File: src/rtl/clock_pkg.sv
// Shared types, BCD constants and BCD helper functions for bcd_alarm_clock.
// All time values are packed two-digit BCD; binary is only used transiently.
package clock_pkg;

  typedef enum logic [1:0] {
    MODE_RUN       = 2'd0,
    MODE_SET_TIME  = 2'd1,
    MODE_SET_ALARM = 2'd2,
    MODE_RUN_ALT   = 2'd3
  } mode_e;

  localparam logic [7:0] BCD_59         = 8'h59;
  localparam logic [7:0] BCD_23         = 8'h23;
  localparam logic [7:0] BCD_12         = 8'h12;
  localparam logic [7:0] ALARM_RST_HOUR = 8'h06;
  localparam logic [7:0] ALARM_RST_MIN  = 8'h30;

  function automatic logic bcd_valid(input logic [7:0] v);
    return (v[7:4] <= 4'd9) && (v[3:0] <= 4'd9);
  endfunction

  function automatic logic [6:0] bcd2bin(input logic [7:0] v);
    return ({3'b000, v[7:4]} * 7'd10) + {3'b000, v[3:0]};
  endfunction

  function automatic logic [7:0] bin2bcd(input logic [6:0] b);
    logic [6:0] tens;
    logic [6:0] ones;
    tens = b / 7'd10;
    ones = b % 7'd10;
    return {tens[3:0], ones[3:0]};
  endfunction

  // Increment with wrap to 00 after max; pure nibble arithmetic.
  function automatic logic [7:0] bcd_inc(input logic [7:0] v, input logic [7:0] max);
    if (v == max)          return 8'h00;
    else if (v[3:0] == 4'd9) return {v[7:4] + 4'd1, 4'd0};
    else                   return {v[7:4], v[3:0] + 4'd1};
  endfunction

  function automatic logic [7:0] hour_to12(input logic [7:0] h);
    if (h == 8'h00)       return BCD_12;
    else if (h <= BCD_12) return h;
    else                  return bin2bcd(bcd2bin(h) - 7'd12);
  endfunction

  function automatic logic hour_is_pm(input logic [7:0] h);
    return h >= BCD_12;
  endfunction

  function automatic logic [7:0] hour_to24(input logic [7:0] h12, input logic pm);
    if (h12 == BCD_12) return pm ? BCD_12 : 8'h00;
    else if (pm)       return bin2bcd(bcd2bin(h12) + 7'd12);
    else               return h12;
  endfunction

  // HH:MM + k minutes with hour and day wrap; returns {HH, MM}.
  function automatic logic [15:0] add_minutes(input logic [7:0] hh, input logic [7:0] mm,
                                              input logic [6:0] k);
    logic [10:0] t;
    t = ({4'b0000, bcd2bin(hh)} * 11'd60) + {4'b0000, bcd2bin(mm)} + {4'b0000, k};
    if (t >= 11'd1440) t = t - 11'd1440;
    return {bin2bcd(7'(t / 11'd60)), bin2bcd(7'(t % 11'd60))};
  endfunction

endpackage

File: src/rtl/bcd_alarm_clock_if.sv
// Control/display bundle between the debouncers, bcd_alarm_clock and the display/piezo side.
interface bcd_alarm_clock_if #(
  parameter int unsigned NUM_ALARMS = 2
);
  localparam int unsigned AW = (NUM_ALARMS > 1) ? $clog2(NUM_ALARMS) : 1;

  logic [1:0]            MODE;
  logic                  LOAD;
  logic                  FIELD_SEL;
  logic [AW-1:0]         ALARM_SEL;
  logic [7:0]            SW_IN;
  logic                  PM_IN;
  logic                  H24;
  logic [NUM_ALARMS-1:0] A_ENABLE;
  logic                  SNOOZE;
  logic [7:0]            HOUR;
  logic [7:0]            MIN;
  logic [7:0]            SEC;
  logic                  PM;
  logic [7:0]            AL_HOUR;
  logic [7:0]            AL_MIN;
  logic [NUM_ALARMS-1:0] RINGING;
  logic                  B;
  logic                  TICK;
  logic                  ERR;

  modport master (
    output MODE, LOAD, FIELD_SEL, ALARM_SEL, SW_IN, PM_IN, H24, A_ENABLE, SNOOZE,
    input  HOUR, MIN, SEC, PM, AL_HOUR, AL_MIN, RINGING, B, TICK, ERR
  );

  modport slave (
    input  MODE, LOAD, FIELD_SEL, ALARM_SEL, SW_IN, PM_IN, H24, A_ENABLE, SNOOZE,
    output HOUR, MIN, SEC, PM, AL_HOUR, AL_MIN, RINGING, B, TICK, ERR
  );
endinterface

File: src/rtl/bcd_alarm_clock_alarm_slot.sv
// One alarm slot: stored 24-hour BCD alarm, second-00 compare and ring flag.
// With CLOCK_SNOOZE_EN defined it also holds a one-shot snooze re-ring target.
module alarm_slot #(
  parameter int unsigned SNOOZE_MIN = 5
) (
  input  logic       i_clk,
  input  logic       i_rst,
  input  logic       i_wr_hour,
  input  logic       i_wr_min,
  input  logic [7:0] i_wr_data,
  input  logic       i_tick,
  input  logic [7:0] i_next_hour,
  input  logic [7:0] i_next_min,
  input  logic [7:0] i_next_sec,
  input  logic [7:0] i_cur_hour,
  input  logic [7:0] i_cur_min,
  input  logic       i_enable,
  input  logic       i_snooze,
  output logic [7:0] o_hour,
  output logic [7:0] o_min,
  output logic       o_ringing
);
  import clock_pkg::*;

  logic [7:0] r_hour;
  logic [7:0] r_min;
  logic       r_ringing;
  logic       w_at_min;
  logic       w_hit;

  assign w_at_min = i_tick && (i_next_sec == 8'h00);

`ifdef CLOCK_SNOOZE_EN
  logic        r_snz_valid;
  logic [7:0]  r_snz_hour;
  logic [7:0]  r_snz_min;
  logic [15:0] w_snz_target;
  logic        w_snz_hit;

  assign w_snz_target = add_minutes(i_cur_hour, i_cur_min, 7'(SNOOZE_MIN));
  assign w_snz_hit    = r_snz_valid && (i_next_hour == r_snz_hour) && (i_next_min == r_snz_min);
  assign w_hit        = w_at_min && (((i_next_hour == r_hour) && (i_next_min == r_min)) || w_snz_hit);

  always_ff @(posedge i_clk) begin
    if (i_rst) begin
      r_snz_valid <= 1'b0;
      r_snz_hour  <= '0;
      r_snz_min   <= '0;
    end else if (!i_enable || i_wr_hour || i_wr_min) begin
      r_snz_valid <= 1'b0;
    end else if (i_snooze && r_ringing) begin
      r_snz_valid <= 1'b1;
      r_snz_hour  <= w_snz_target[15:8];
      r_snz_min   <= w_snz_target[7:0];
    end else if (w_at_min && w_snz_hit) begin
      r_snz_valid <= 1'b0;
    end
  end
`else
  logic w_unused_in;
  assign w_unused_in = ^{i_cur_hour, i_cur_min, i_snooze, 7'(SNOOZE_MIN)};
  assign w_hit       = w_at_min && (i_next_hour == r_hour) && (i_next_min == r_min);
`endif

  // Enable-low wins over a same-cycle trigger; a trigger wins over snooze clear.
  always_ff @(posedge i_clk) begin
    if (i_rst) begin
      r_hour    <= ALARM_RST_HOUR;
      r_min     <= ALARM_RST_MIN;
      r_ringing <= 1'b0;
    end else begin
      if (i_wr_hour) r_hour <= i_wr_data;
      if (i_wr_min)  r_min  <= i_wr_data;
      if (!i_enable)     r_ringing <= 1'b0;
      else if (w_hit)    r_ringing <= 1'b1;
      else if (i_snooze) r_ringing <= 1'b0;
    end
  end

  assign o_hour    = r_hour;
  assign o_min     = r_min;
  assign o_ringing = r_ringing;
endmodule

File: src/rtl/bcd_alarm_clock.sv
// 24-hour BCD timekeeper with NUM_ALARMS alarm slots, 12/24-hour display and 2 Hz buzzer.
// Optional snooze support is compiled in with CLOCK_SNOOZE_EN.
module bcd_alarm_clock #(
  parameter int unsigned CLK_HZ     = 50_000_000,
  parameter int unsigned NUM_ALARMS = 2,
  parameter int unsigned SNOOZE_MIN = 5
) (
  input  logic              CLK,
  input  logic              RST,
  bcd_alarm_clock_if.slave  bus
);
  import clock_pkg::*;

  localparam int unsigned PW   = (CLK_HZ > 1) ? $clog2(CLK_HZ) : 1;
  localparam int unsigned BEEP = (CLK_HZ / 4 > 0) ? CLK_HZ / 4 : 1;
  localparam int unsigned BW   = (BEEP > 1) ? $clog2(BEEP) : 1;

  logic [PW-1:0] r_presc;
  logic [BW-1:0] r_beep;
  logic [7:0]    r_hour, r_min, r_sec;
  logic          r_tick, r_err, r_b;

  mode_e w_mode;
  logic  w_run, w_tick_now, w_snooze, w_ring_keep;
  logic  w_set_time, w_set_alarm, w_hour_ok, w_min_ok, w_field_ok, w_sel_ok, w_err_now;
  logic [7:0] w_hour_val, w_wr_data, w_next_hour, w_next_min, w_next_sec;
  logic [7:0] w_sel_hour, w_sel_min;
  logic [7:0] w_al_hour [NUM_ALARMS];
  logic [7:0] w_al_min  [NUM_ALARMS];
  logic [NUM_ALARMS-1:0] w_al_wr_hour, w_al_wr_min, w_ringing;

  assign w_mode     = mode_e'(bus.MODE);
  assign w_run      = (w_mode == MODE_RUN) || (w_mode == MODE_RUN_ALT);
  assign w_tick_now = w_run && (r_presc == PW'(CLK_HZ - 1));

  assign w_next_sec  = bcd_inc(r_sec, BCD_59);
  assign w_next_min  = (r_sec == BCD_59) ? bcd_inc(r_min, BCD_59) : r_min;
  assign w_next_hour = ((r_sec == BCD_59) && (r_min == BCD_59)) ? bcd_inc(r_hour, BCD_23) : r_hour;

  assign w_hour_ok  = bcd_valid(bus.SW_IN) &&
                      (bus.H24 ? (bus.SW_IN <= BCD_23)
                               : ((bus.SW_IN >= 8'h01) && (bus.SW_IN <= BCD_12)));
  assign w_hour_val = bus.H24 ? bus.SW_IN : hour_to24(bus.SW_IN, bus.PM_IN);
  assign w_min_ok   = bcd_valid(bus.SW_IN) && (bus.SW_IN <= BCD_59);
  assign w_field_ok = bus.FIELD_SEL ? w_min_ok : w_hour_ok;
  assign w_wr_data  = bus.FIELD_SEL ? bus.SW_IN : w_hour_val;
  assign w_sel_ok   = 32'(bus.ALARM_SEL) < NUM_ALARMS;
  assign w_set_time  = bus.LOAD && (w_mode == MODE_SET_TIME);
  assign w_set_alarm = bus.LOAD && (w_mode == MODE_SET_ALARM);
  assign w_err_now   = (w_set_time && !w_field_ok) || (w_set_alarm && !(w_field_ok && w_sel_ok));

  always_comb begin
    w_al_wr_hour = '0;
    w_al_wr_min  = '0;
    for (int unsigned i = 0; i < NUM_ALARMS; i++) begin
      if (w_set_alarm && w_field_ok && (32'(bus.ALARM_SEL) == i)) begin
        w_al_wr_hour[i] = !bus.FIELD_SEL;
        w_al_wr_min[i]  = bus.FIELD_SEL;
      end
    end
  end

`ifdef CLOCK_SNOOZE_EN
  assign w_snooze = bus.SNOOZE;
`else
  logic w_unused_snooze;
  assign w_snooze        = 1'b0;
  assign w_unused_snooze = bus.SNOOZE;
`endif

  for (genvar g = 0; g < NUM_ALARMS; g++) begin : g_slot
    alarm_slot #(.SNOOZE_MIN(SNOOZE_MIN)) u_slot (
      .i_clk(CLK), .i_rst(RST),
      .i_wr_hour(w_al_wr_hour[g]), .i_wr_min(w_al_wr_min[g]), .i_wr_data(w_wr_data),
      .i_tick(w_tick_now), .i_next_hour(w_next_hour), .i_next_min(w_next_min),
      .i_next_sec(w_next_sec), .i_cur_hour(r_hour), .i_cur_min(r_min),
      .i_enable(bus.A_ENABLE[g]), .i_snooze(w_snooze),
      .o_hour(w_al_hour[g]), .o_min(w_al_min[g]), .o_ringing(w_ringing[g])
    );
  end

  always_ff @(posedge CLK) begin
    if (RST) begin
      r_presc <= '0;
      r_hour  <= '0;
      r_min   <= '0;
      r_sec   <= '0;
      r_tick  <= 1'b0;
      r_err   <= 1'b0;
    end else begin
      r_tick <= w_tick_now;
      r_err  <= w_err_now;
      if (!w_run || w_tick_now) r_presc <= '0;
      else                      r_presc <= r_presc + PW'(1);
      if (w_tick_now) begin
        r_sec  <= w_next_sec;
        r_min  <= w_next_min;
        r_hour <= w_next_hour;
      end else if (w_set_time && w_field_ok) begin
        if (bus.FIELD_SEL) begin
          r_min <= bus.SW_IN;
          r_sec <= '0;
        end else begin
          r_hour <= w_hour_val;
        end
      end
    end
  end

  // Look ahead at next-cycle ring state so B drops on the same edge as RINGING.
  assign w_ring_keep = |(w_ringing & bus.A_ENABLE) && !w_snooze;

  always_ff @(posedge CLK) begin
    if (RST || !w_ring_keep) begin
      r_beep <= '0;
      r_b    <= 1'b0;
    end else if (r_beep == BW'(BEEP - 1)) begin
      r_beep <= '0;
      r_b    <= !r_b;
    end else begin
      r_beep <= r_beep + BW'(1);
    end
  end

  assign w_sel_hour = w_sel_ok ? w_al_hour[bus.ALARM_SEL] : 8'h00;
  assign w_sel_min  = w_sel_ok ? w_al_min[bus.ALARM_SEL]  : 8'h00;

  assign bus.HOUR    = bus.H24 ? r_hour : hour_to12(r_hour);
  assign bus.PM      = !bus.H24 && hour_is_pm(r_hour);
  assign bus.MIN     = r_min;
  assign bus.SEC     = r_sec;
  assign bus.AL_HOUR = bus.H24 ? w_sel_hour : hour_to12(w_sel_hour);
  assign bus.AL_MIN  = w_sel_min;
  assign bus.RINGING = w_ringing;
  assign bus.B       = r_b;
  assign bus.TICK    = r_tick;
  assign bus.ERR     = r_err;
endmodule
File: src/flat_wrapper.sv
// flat-port wrapper written by rule: the top's interface ports become plain ports
module bcd_alarm_clock_flat import clock_pkg::*;
#(
  parameter int unsigned CLK_HZ     = 50_000_000,
  parameter int unsigned NUM_ALARMS = 2,
  parameter int unsigned SNOOZE_MIN = 5
)
  (CLK, RST, bus_MODE, bus_LOAD, bus_FIELD_SEL, bus_ALARM_SEL, bus_SW_IN, bus_PM_IN, bus_H24, bus_A_ENABLE, bus_SNOOZE, bus_HOUR, bus_MIN, bus_SEC, bus_PM, bus_AL_HOUR, bus_AL_MIN, bus_RINGING, bus_B, bus_TICK, bus_ERR);
  bcd_alarm_clock_if #(.NUM_ALARMS(NUM_ALARMS)) bus_i ();
  input  logic CLK;
  input  logic RST;
  input wire logic [$bits(bus_i.MODE)-1:0] bus_MODE;
  input wire logic [$bits(bus_i.LOAD)-1:0] bus_LOAD;
  input wire logic [$bits(bus_i.FIELD_SEL)-1:0] bus_FIELD_SEL;
  input wire logic [$bits(bus_i.ALARM_SEL)-1:0] bus_ALARM_SEL;
  input wire logic [$bits(bus_i.SW_IN)-1:0] bus_SW_IN;
  input wire logic [$bits(bus_i.PM_IN)-1:0] bus_PM_IN;
  input wire logic [$bits(bus_i.H24)-1:0] bus_H24;
  input wire logic [$bits(bus_i.A_ENABLE)-1:0] bus_A_ENABLE;
  input wire logic [$bits(bus_i.SNOOZE)-1:0] bus_SNOOZE;
  output wire logic [$bits(bus_i.HOUR)-1:0] bus_HOUR;
  output wire logic [$bits(bus_i.MIN)-1:0] bus_MIN;
  output wire logic [$bits(bus_i.SEC)-1:0] bus_SEC;
  output wire logic [$bits(bus_i.PM)-1:0] bus_PM;
  output wire logic [$bits(bus_i.AL_HOUR)-1:0] bus_AL_HOUR;
  output wire logic [$bits(bus_i.AL_MIN)-1:0] bus_AL_MIN;
  output wire logic [$bits(bus_i.RINGING)-1:0] bus_RINGING;
  output wire logic [$bits(bus_i.B)-1:0] bus_B;
  output wire logic [$bits(bus_i.TICK)-1:0] bus_TICK;
  output wire logic [$bits(bus_i.ERR)-1:0] bus_ERR;
  assign bus_i.MODE = bus_MODE;
  assign bus_i.LOAD = bus_LOAD;
  assign bus_i.FIELD_SEL = bus_FIELD_SEL;
  assign bus_i.ALARM_SEL = bus_ALARM_SEL;
  assign bus_i.SW_IN = bus_SW_IN;
  assign bus_i.PM_IN = bus_PM_IN;
  assign bus_i.H24 = bus_H24;
  assign bus_i.A_ENABLE = bus_A_ENABLE;
  assign bus_i.SNOOZE = bus_SNOOZE;
  assign bus_HOUR = bus_i.HOUR;
  assign bus_MIN = bus_i.MIN;
  assign bus_SEC = bus_i.SEC;
  assign bus_PM = bus_i.PM;
  assign bus_AL_HOUR = bus_i.AL_HOUR;
  assign bus_AL_MIN = bus_i.AL_MIN;
  assign bus_RINGING = bus_i.RINGING;
  assign bus_B = bus_i.B;
  assign bus_TICK = bus_i.TICK;
  assign bus_ERR = bus_i.ERR;
  bcd_alarm_clock #(.CLK_HZ(CLK_HZ), .NUM_ALARMS(NUM_ALARMS), .SNOOZE_MIN(SNOOZE_MIN)) u_core (.CLK(CLK), .RST(RST), .bus(bus_i));
endmodule
File: config.mk
export PLATFORM = sky130hd
export DESIGN_NAME = bcd_alarm_clock_flat
export DESIGN_NICKNAME = d
export VERILOG_FILES = /design/src/rtl/clock_pkg.sv /design/src/rtl/bcd_alarm_clock_if.sv /design/src/rtl/bcd_alarm_clock_alarm_slot.sv /design/src/rtl/bcd_alarm_clock.sv /design/src/flat_wrapper.sv
export SDC_FILE = /design/constraint.sdc
export NUM_CORES = 1
export LEC_CHECK = 0
export CORE_MARGIN = 1
export CORE_UTILIZATION = 25
export CTS_CLUSTER_DIAMETER = 30
export DETAILED_ROUTE_END_ITERATION = 16
export PLACE_DENSITY_LB_ADDON = 0.12
export SYNTH_ARGS = -nofsm -noshare
export SYNTH_HDL_FRONTEND = slang
export SYNTH_HIERARCHICAL = 1
export SYNTH_SLANG_ARGS = --single-unit
File: constraint.sdc
create_clock -name CLK -period 15.4 [get_ports CLK]
set_input_delay 1.54 -clock CLK [delete_from_list [all_inputs] [get_ports CLK]]
set_output_delay 1.54 -clock CLK [all_outputs]
set_load 0.005 [all_outputs]
==> results.json <==
{
  "outcome": "finished clean",
  "portBuffers": 64,
  "insertedDiodeCount": 0,
  "die-area_mm2": 0.0351,
  "die_w_um": 187,
  "synth-seq-area-share_pct": 25.9,
  "grt_max_degree": 54,
  "cts_max_level": 3,
  "gr-total-overflow": 0,
  "power.density_mw_per_mm2": 72.1,
  "crit_fanout": 27,
  "drv_slew": 0,
  "first_iter_violations": 440,
  "finalCritPeriodShare_pct": 56.3,
  "setup_viol": 0,
  "cp.required_ns": 13.86,
  "drt-total-wl_um": 25100,
  "grt_pass1_wl_um": 41300,
  "area_delta_synth_final_pct": 16.6,
  "num_rows": 67,
  "die_y_um": 187,
  "synth_cell_types": 80,
  "syn_avg_cell_area_um2": 7.77,
  "dpl.hpwl_um": 18700,
  "antenna_found_initial": 0,
  "clock_path_buffers": 2,
  "critPathBufInv": 4,
  "worst_path_most_repeated_cell": "ha_1",
  "hold_class": "reg -> reg",
  "yosysWarningCount": 6,
  "synthFlopType": "dfxtp_1",
  "pin_count": 66,
  "postSynthCellCount": 1106,
  "synthTopCellsByCount": "nor2_1 (144), dfxtp_1 (111), nand2_1 (101), xor2_1 (67), o21ai_0 (63)",
  "synth_area_leaders": "dfxtp_1 (26%), ha_1 (7.0%), xor2_1 (6.8%), nor2_1 (6.3%), nand2_1 (4.4%)",
  "post-cts-setup-buffer-count": 0,
  "reg2reg_depth": 13,
  "synth.cell_area_mm2": 0.00859,
  "path_class": "in -> out",
  "crit_cells": 20,
  "cts_inserted_buffers": 9,
  "worstMarginPinSlew_ns": 1.07,
  "peakVddDrop_uv": 51.3,
  "ant_nets": 0,
  "initial_utilization_pct": 25.5,
  "ys_ff_latch": 111,
  "synth.top_cell.area_share_pct": 25.9,
  "finalClockSkew_ns": 0.0161,
  "fin_setup_tns_ns": 0,
  "r2r_slack_ns": 11.54,
  "wl_per_cell_um": 15.7,
  "p_leak_uw": 0.00369,
  "whs_path_depth": 1,
  "cts-root-buf": "clkbuf_16",
  "crit_slowest_cell": "xnor2_1",
  "max_stage_delay_ns": 0.66,
  "remaining_drc_errors": 0,
  "routabilityCongestion": 0.806,
  "cp.arrival_ns": 7.13,
  "crit_family": "adder cells",
  "cts_tree": "done",
  "cts-resized-gates": 0,
  "start_kind": "input pin",
  "cp-end-kind": "output pin",
  "cts.sink_count": 111,
  "core-area_mm2": 0.0337,
  "path_clk_slew_ns": 0.07,
  "nFillCells": 3703,
  "hold_viol": 0,
  "grt_pass1_vias": 7539,
  "drtPass1Iterations": 5,
  "layout_min_cycle_time_ns": 8.67,
  "rsz0062_at_grt": "no",
  "synth-edff-count": 0,
  "async_flop_share_pct": 0,
  "clk_latency_ns": 0.37,
  "path_cells": "clkdlybuf4s50_1, buf_4, mux2_2, ha_1, ha_1, inv_1, fa_1, ha_1, xnor2_1, nand2_1, xnor2_1, o211a_1, ha_1, nor2_1, nor3_1, a21oi_1, o21ai_0, a311o_1, a2bb2oi_1, clkdlybuf4s50_1",
  "grtUsageTotal_pct": 14.6,
  "maxCapViolations": 0,
  "routed_via_density": 4.87,
  "relSlewSlack_pct": 28.7,
  "yosysTopAreaCell": "dfxtp_1",
  "cts_hold_buf": 0,
  "layout-drive-gt1-share_pct": 5.76,
  "via_count": 7761,
  "stdcell_area_mm2": 0.0100,
  "fmax_mhz": 115,
  "nets": 1215,
  "synth.most_common_cell": "nor2_1",
  "place_area_mm2": 0.00965
}
-- flip-flops by register name, summed over array words and instances (netlist names) --
signal                          flops
u_core/r_presc                     26
u_core/r_beep                      24
u_core/g_slot.u_slot/o_hour        16
u_core/g_slot.u_slot/o_min         16
u_core/bus.MIN                      8
u_core/bus.SEC                      8
u_core/r_hour                       8
u_core/g_slot.u_slot/o_ringing      2
u_core/bus.B                        1
u_core/bus.ERR                      1
u_core/bus.TICK                     1
-- area by class of cell --
class                           instances  area, um2  share of cell area (%)
Multi-Input combinational cell        885       5950                    59.3
Sequential cell                       111       2220                    22.2
Timing Repair Buffer                   70        681                    6.79
Tap cell                              448        561                    5.60
Inverter                               64        240                    2.40
Clock buffer                           10        229                    2.29
Clock inverter                          6        140                    1.40
-- metal layers --
layer	global-route usage [%]	routed length, um
met5	0	0
met1	20.1	12500
met4	3.97	357
met3	1.95	741
met2	23.6	11400
-- path summary, 6_finish.rpt --
| kind | endpoint | startpoint |
|---|---|---|
| setup / recovery | bus_AL_HOUR[2] | bus_ALARM_SEL |
| hold / removal | u_core/r_presc[0] | u_core/r_presc[0] |
| hold reg to reg | u_core/r_presc[0] | u_core/r_presc[0] |
| setup reg to reg | u_core/g_slot[1].u_slot/o_ringing | u_core/bus.SEC[0] |
-- where the power goes --
group | switching, uW | leakage [uW] | total, uW | internal, uW
Sequential | 1.03 | 0.000894 | 289 | 288
Combinational | 87.9 | 0.00261 | 141 | 52.7
Clock | 116 | 0.000179 | 293 | 177
-- stage by stage --
stage	std cells	hold slack, ns	power (uW)	setup slack (ns)	util (%)
2_1_floorplan	1107	0.430	395	7.90	-
3_3_place_gp	1578	0.451	436	6.65	28.6
3_5_place_dp	1578	0.458	436	6.64	28.6
4_1_cts	1594	0.477	736	6.67	29.7
5_1_grt	1594	0.492	763	6.20	29.7
6_report	1594	0.474	723	6.73	29.7
-- cell families (layout without fill, tap and decap cells) --
family,count (synthesis),in the layout,share of synthesized area (%)
buf+inv,111,150,4.98
compound gates,220,220,17.3
simple gates,446,446,25.2
xor+xnor,105,105,11.0
mux,57,57,7.03
fa+ha+maj,55,55,8.50
flops,111,111,25.9
other cells,1,2,0.0436
-- cells in the final DEF (no fill, tap or decap), drive strengths merged, types with 9 or more instances in the layout --
master	instances
nor2	145
dfxtp	111
nand2	101
xor2	68
o21ai	66
clkdlybuf4s50	63
inv	62
nand3	55
ha	48
a21oi	45
xnor2	36
mux2i	33
nor3	28
mux2	24
nand4	16
nor4	15
nor2b	14
nand2b	10
clkbuf	10
o211ai	10
or3	10
a22o	9
a21o	9
(Power assumes the default switching activity.)
==> patch 1 (same settings) <==
Build with the macro `CLOCK_SNOOZE_EN` defined.
--- a/src/rtl/bcd_alarm_clock_alarm_slot.sv
+++ b/src/rtl/bcd_alarm_clock_alarm_slot.sv
@@ -1,5 +1,7 @@
 // One alarm slot: stored 24-hour BCD alarm, second-00 compare and ring flag.
 // With CLOCK_SNOOZE_EN defined it also holds a one-shot snooze re-ring target.
+`define CLOCK_SNOOZE_EN
+
 module alarm_slot #(
   parameter int unsigned SNOOZE_MIN = 5
 ) (
Function: same outputs for any inputs over 4 cycles, from zero or initial values and one cycle with RST high; that may be too few to reach the edited logic, so the function may still have changed.
==> patch 1 against the unedited design <==
  * Fmax down 19%
  * Combinational power rose by 51%
  * Synthesized area rose by 93%
  * First-iteration DRC count up 130%
  * Sequential cell count is 32 higher
  * Design area is 88% higher
  * Routed wire length up 110%
  * Power increased by 45%
  * Worst setup slack got worse by 2.1 ns
==> patch 1: results <==
metrics = {
    "global_route": {
        "grt_max_degree": 33,
        "grt_first_pass_wirelength_mm": 84.8,
        "grt_pass1_vias": 14900,
        "antenna_found_initial": 1,
        "track_usage_pct": 15.7,
    },
    "route": {
        "highest_layer": "met4",
        "wl_met1_mm": 26.2,
        "totalWireLength_mm": 53.5,
        "wl_met2_mm": 25.0,
        "dr.pass1.iters": 7,
        "wl_met3_mm": 1.91,
        "via_count": 15700,
        "drtIter0Drc": 1006,
    },
    "synth": {
        "seq_area_frac_synth_pct": 17.2,
        "synth_common_cells": "nor2_1, nand2_1, dfxtp_1",
        "yosys_warnings": 6,
        "synth-adder-area-share_pct": 13.6,
        "synth_enable_flop_cells": 0,
        "ys_types": 129,
        "async_flop_share_pct": 0,
        "synthXorXnorAreaFrac_pct": 11.4,
        "ys_top_cells_by_area": "dfxtp_1, ha_1, xnor2_1, nor2_1, xor2_1",
        "synth-compound-area-share_pct": 24.0,
        "muxShareOfSynthArea_pct": 4.98,
    },
    "setup_path": {
        "rrSetupSlack_ns": 4.64,
        "slowest_stage": "nor2_1",
        "r2r_end": "u_core/g_slot[1].u_slot/r_snz_min[3]",
        "rr_worst_depth": 34,
        "cpLargestDelayFamily": "adder cells",
        "worstReg2RegStart": "u_core/r_hour[4]",
        "cp_max_fo": 13,
        "cp_slowest_stage_delay_ns": 0.70,
    },
    "finish": {
        "fin_nets": 2319,
        "drive_gt1_share_pct": 7.72,
    },
    "clock_tree": {
        "cts_root_buf": "clkbuf_16",
        "clk_pin_slew_ns": 0.07,
        "cts_buffer_depth": 2,
        "clk_latency_ns": 0.44,
        "ctsResizeCount": 0,
        "cts_buffers": 17,
        "cts.htree.levels": 4,
    },
    "worst_hold_path": {
        "whs_path_depth": 2,
        "hold_end": "u_core/g_slot[1].u_slot/r_snz_hour[5]",
        "hp-class": "reg2reg",
        "hp-start": "u_core/g_slot[1].u_slot/r_snz_hour[5]",
    },
    "power_and_ir_drop": {
        "static-leakage-power_nw": 7.41,
        "vdd_ir_drop_max_mv": 0.0683,
    },
    "timing": {
        "max_slew_margin_pct": 21.7,
        "fin_worst_skew_ns": 0.0115,
    },
    "placed_design": {
        "port-buffer-count": 65,
        "dp_hpwl_mm": 41.2,
        "gp_congestion": 0.833,
    },
    "outcome": {
        "status": "finished clean",
    },
}
==> patch 1: metrics by stage <==
stage               worst slack [ns]  std cells  utilization (%)  hold slack (ns)  instance area [um2]
CTS                             4.65       3014             28.6            0.476                18800
global placement                4.84       2982             27.7            0.458                18200
finish                          4.64       3014             28.6            0.474                18800
detailed placement              4.66       2982             27.7            0.465                18200
global route                    3.76       3014             28.6            0.484                18800
floorplan                       6.33       2114                -            0.442                16600
==> patch 1: area by class of cell <==
class | instances | area, um2
timing repair buffer | 88 | 818
clock inverter | 13 | 204
fill | 7047 | 46900
tap | 864 | 1080
clock buffer | 19 | 433
inverter | 142 | 533
multi-input combinational | 1745 | 12900
sequential | 143 | 2860
==> patch 1: worst max path at each step <==
| stage | cells past startpoint | to | slack (ns) | startpoint |
|---|---|---|---|---|
| after detailed placement | 34 | u_core/g_slot[1].u_slot/r_snz_min[3] | 4.66 | u_core/r_hour[4] |
| after CTS | 34 | u_core/g_slot[1].u_slot/r_snz_min[3] | 4.65 | u_core/r_hour[4] |
| after global routing | 34 | u_core/g_slot[1].u_slot/r_snz_min[3] | 3.76 | u_core/r_hour[4] |
| after global placement | 34 | u_core/g_slot[1].u_slot/r_snz_min[3] | 4.84 | u_core/r_hour[4] |
| after floorplan | 33 | u_core/g_slot[1].u_slot/r_snz_min[3] | 6.33 | u_core/r_hour[4] |
| final | 34 | u_core/g_slot[1].u_slot/r_snz_min[3] | 4.64 | u_core/r_hour[4] |
==> patch 1: report_power, final <==
part | total, mW | internal (mW) | switching [mW]
logic | 0.213 | 0.0783 | 0.135
clock network | 0.462 | 0.276 | 0.187
registers | 0.372 | 0.371 | 0.00148
total | 1.05 | 0.724 | 0.323
==> patch 1: worst reg2reg max path, delay by kind of cell, from the launching register on <==
kind | cells | cell delay (ns)
fa+ha+maj | 8 | 2.82
compound gates | 11 | 2.69
simple gates | 7 | 2.29
xor+xnor | 3 | 1.14
mux | 2 | 0.71
flops | 1 | 0.66
buf+inv | 3 | 0.39
==> patch 1: routing by layer <==
metal,GRT usage (%),up-vias
li1,-,7798
met1,21.9,7576
met2,25.8,272
met3,2.24,28
met4,2.34,0
met5,0,-
==> patch 1: cells by family (layout without fill, tap and decap cells) <==
kind of cell,after synthesis,in the layout
simple gates,767,767
mux,76,76
flops,143,143
xor+xnor,198,198
fa+ha+maj,165,165
compound gates,539,539
buf+inv,226,262
==> patch 2 (same flow settings) <==
Without the edit above. `CLK_HZ` is set to 50_000_000 in 2 places; all go to 100_000_000.
--- a/src/rtl/bcd_alarm_clock.sv
+++ b/src/rtl/bcd_alarm_clock.sv
@@ -1,7 +1,7 @@
 // 24-hour BCD timekeeper with NUM_ALARMS alarm slots, 12/24-hour display and 2 Hz buzzer.
 // Optional snooze support is compiled in with CLOCK_SNOOZE_EN.
 module bcd_alarm_clock #(
-  parameter int unsigned CLK_HZ     = 50_000_000,
+  parameter int unsigned CLK_HZ     = 100_000_000,
   parameter int unsigned NUM_ALARMS = 2,
   parameter int unsigned SNOOZE_MIN = 5
 ) (
--- a/src/flat_wrapper.sv
+++ b/src/flat_wrapper.sv
@@ -1,7 +1,7 @@
 // flat-port wrapper written by rule: the top's interface ports become plain ports
 module bcd_alarm_clock_flat import clock_pkg::*;
 #(
-  parameter int unsigned CLK_HZ     = 50_000_000,
+  parameter int unsigned CLK_HZ     = 100_000_000,
   parameter int unsigned NUM_ALARMS = 2,
   parameter int unsigned SNOOZE_MIN = 5
 )
Check against the original RTL: no difference found for any inputs over 4 cycles, from zero or initial values and one cycle with RST high; that may be too few to reach the edited logic, so the function may still have changed.
==> patch 2 against the unedited design <==
  * First-iteration DRC count fell by 1.6%
  * Worst setup slack got worse by 1.1 ns
  * Power grew 20%
  * Combinational power rose by 4%
  * Sequential power grew 2%
  * Design area rose by 4.5%
  * Routed wire length is 6.5% higher
  * Synthesized area increased by 2.3%
  * Utilization grew 0.58 points
  * Sequential cell count rose by 2
  * Critical path depth is 2 higher
  * Largest cell class unchanged
==> patch 2: results <==
metrics = {
    "outcome": {
        "status": "finished clean",
    },
    "global_route": {
        "grt_first_pass_wirelength_mm": 43.6,
        "grt_max_degree": 57,
        "grt_pass1_vias": 7771,
        "track_usage_pct": 15.4,
    },
    "synth": {
        "synth-adder-area-share_pct": 8.43,
        "ys_types": 83,
        "ys_top_cells_by_area": "dfxtp_1, ha_1, nor2_1, xor2_1, xnor2_1",
        "synth-compound-area-share_pct": 17.2,
        "synthXorXnorAreaFrac_pct": 12.3,
        "synth_common_cells": "nor2_1, dfxtp_1, nand2_1",
        "seq_area_frac_synth_pct": 25.7,
    },
    "finish": {
        "fillers": 3797,
        "top_regs": "u_core/r_presc x27, u_core/r_beep x25",
        "fin_nets": 1229,
        "drive_gt1_share_pct": 6.68,
    },
    "setup_path": {
        "rrSetupSlack_ns": 11.24,
        "arrival_ns": 8.22,
        "r2r_end": "u_core/g_slot[0].u_slot/o_ringing",
        "rr_worst_depth": 11,
        "cp_max_fo": 25,
        "slowest_stage": "or4_1",
    },
    "route": {
        "drtIter0Drc": 433,
        "wl_per_cell_um": 16.5,
        "dr.pass1.iters": 6,
        "via_count": 8072,
    },
    "clock_tree": {
        "clk_pin_slew_ns": 0.06,
        "cts_buffers": 17,
    },
    "timing": {
        "fin_worst_skew_ns": 0.00949,
        "hold-worst-slack_ns": 0.475,
        "max_slew_margin_pct": 24.5,
    },
    "placed_design": {
        "placed_area_um2": 9850,
        "gp_congestion": 0.830,
    },
    "power_and_ir_drop": {
        "static-leakage-power_nw": 3.87,
    },
}
-- patch 2: layout make-up --
class                           count  area [um2]  share of cell area, %
Timing Repair Buffer               69         673                   6.43
Sequential cell                   113        2260                   21.6
Clock buffer                       17         425                   4.06
Tap cell                          455         569                   5.44
Multi-Input combinational cell    886        6080                   58.1
Inverter                           68         258                   2.46
Clock inverter                     15         198                   1.89
-- patch 2: per-stage QoR --
step / cells / setup WS, ns
2_1_floorplan: 1113 / 7.07
3_3_place_gp: 1591 / 5.62
3_5_place_dp: 1591 / 5.65
4_1_cts: 1623 / 5.65
5_1_grt: 1623 / 5.14
6_report: 1623 / 5.64
-- patch 2: how the worst min path moves through the flow --
| stage | from | endpoint | depth (start not counted) |
|---|---|---|---|
| after floorplan | u_core/r_beep[0] | u_core/r_beep[0] | 1 |
| after global placement | u_core/r_beep[0] | u_core/r_beep[0] | 1 |
| after detailed placement | u_core/r_beep[0] | u_core/r_beep[0] | 1 |
| after CTS | u_core/r_beep[0] | u_core/r_beep[0] | 1 |
| after global routing | u_core/r_presc[0] | u_core/r_presc[0] | 1 |
| final | u_core/r_beep[0] | u_core/r_beep[0] | 1 |
-- patch 2: layer usage --
layer  global-route usage (%)  vias to the layer above  wire (um)  share of wire (%)
met1                     21.8                     3842      13700                 51
met4                     3.47                        0        256               0.96
li1                         -                     4067          -                  -
met3                     2.21                       18        936                3.5
met2                     24.3                      145      11900                 44
met5                        0                        -          0                  0
-- patch 2: power by group --
group          internal, mW  total, mW  leakage [nW]  switching (mW)
clock                 0.260      0.429         0.299           0.169
sequential            0.293      0.295         0.911         0.00127
combinational        0.0548      0.146          2.66          0.0916
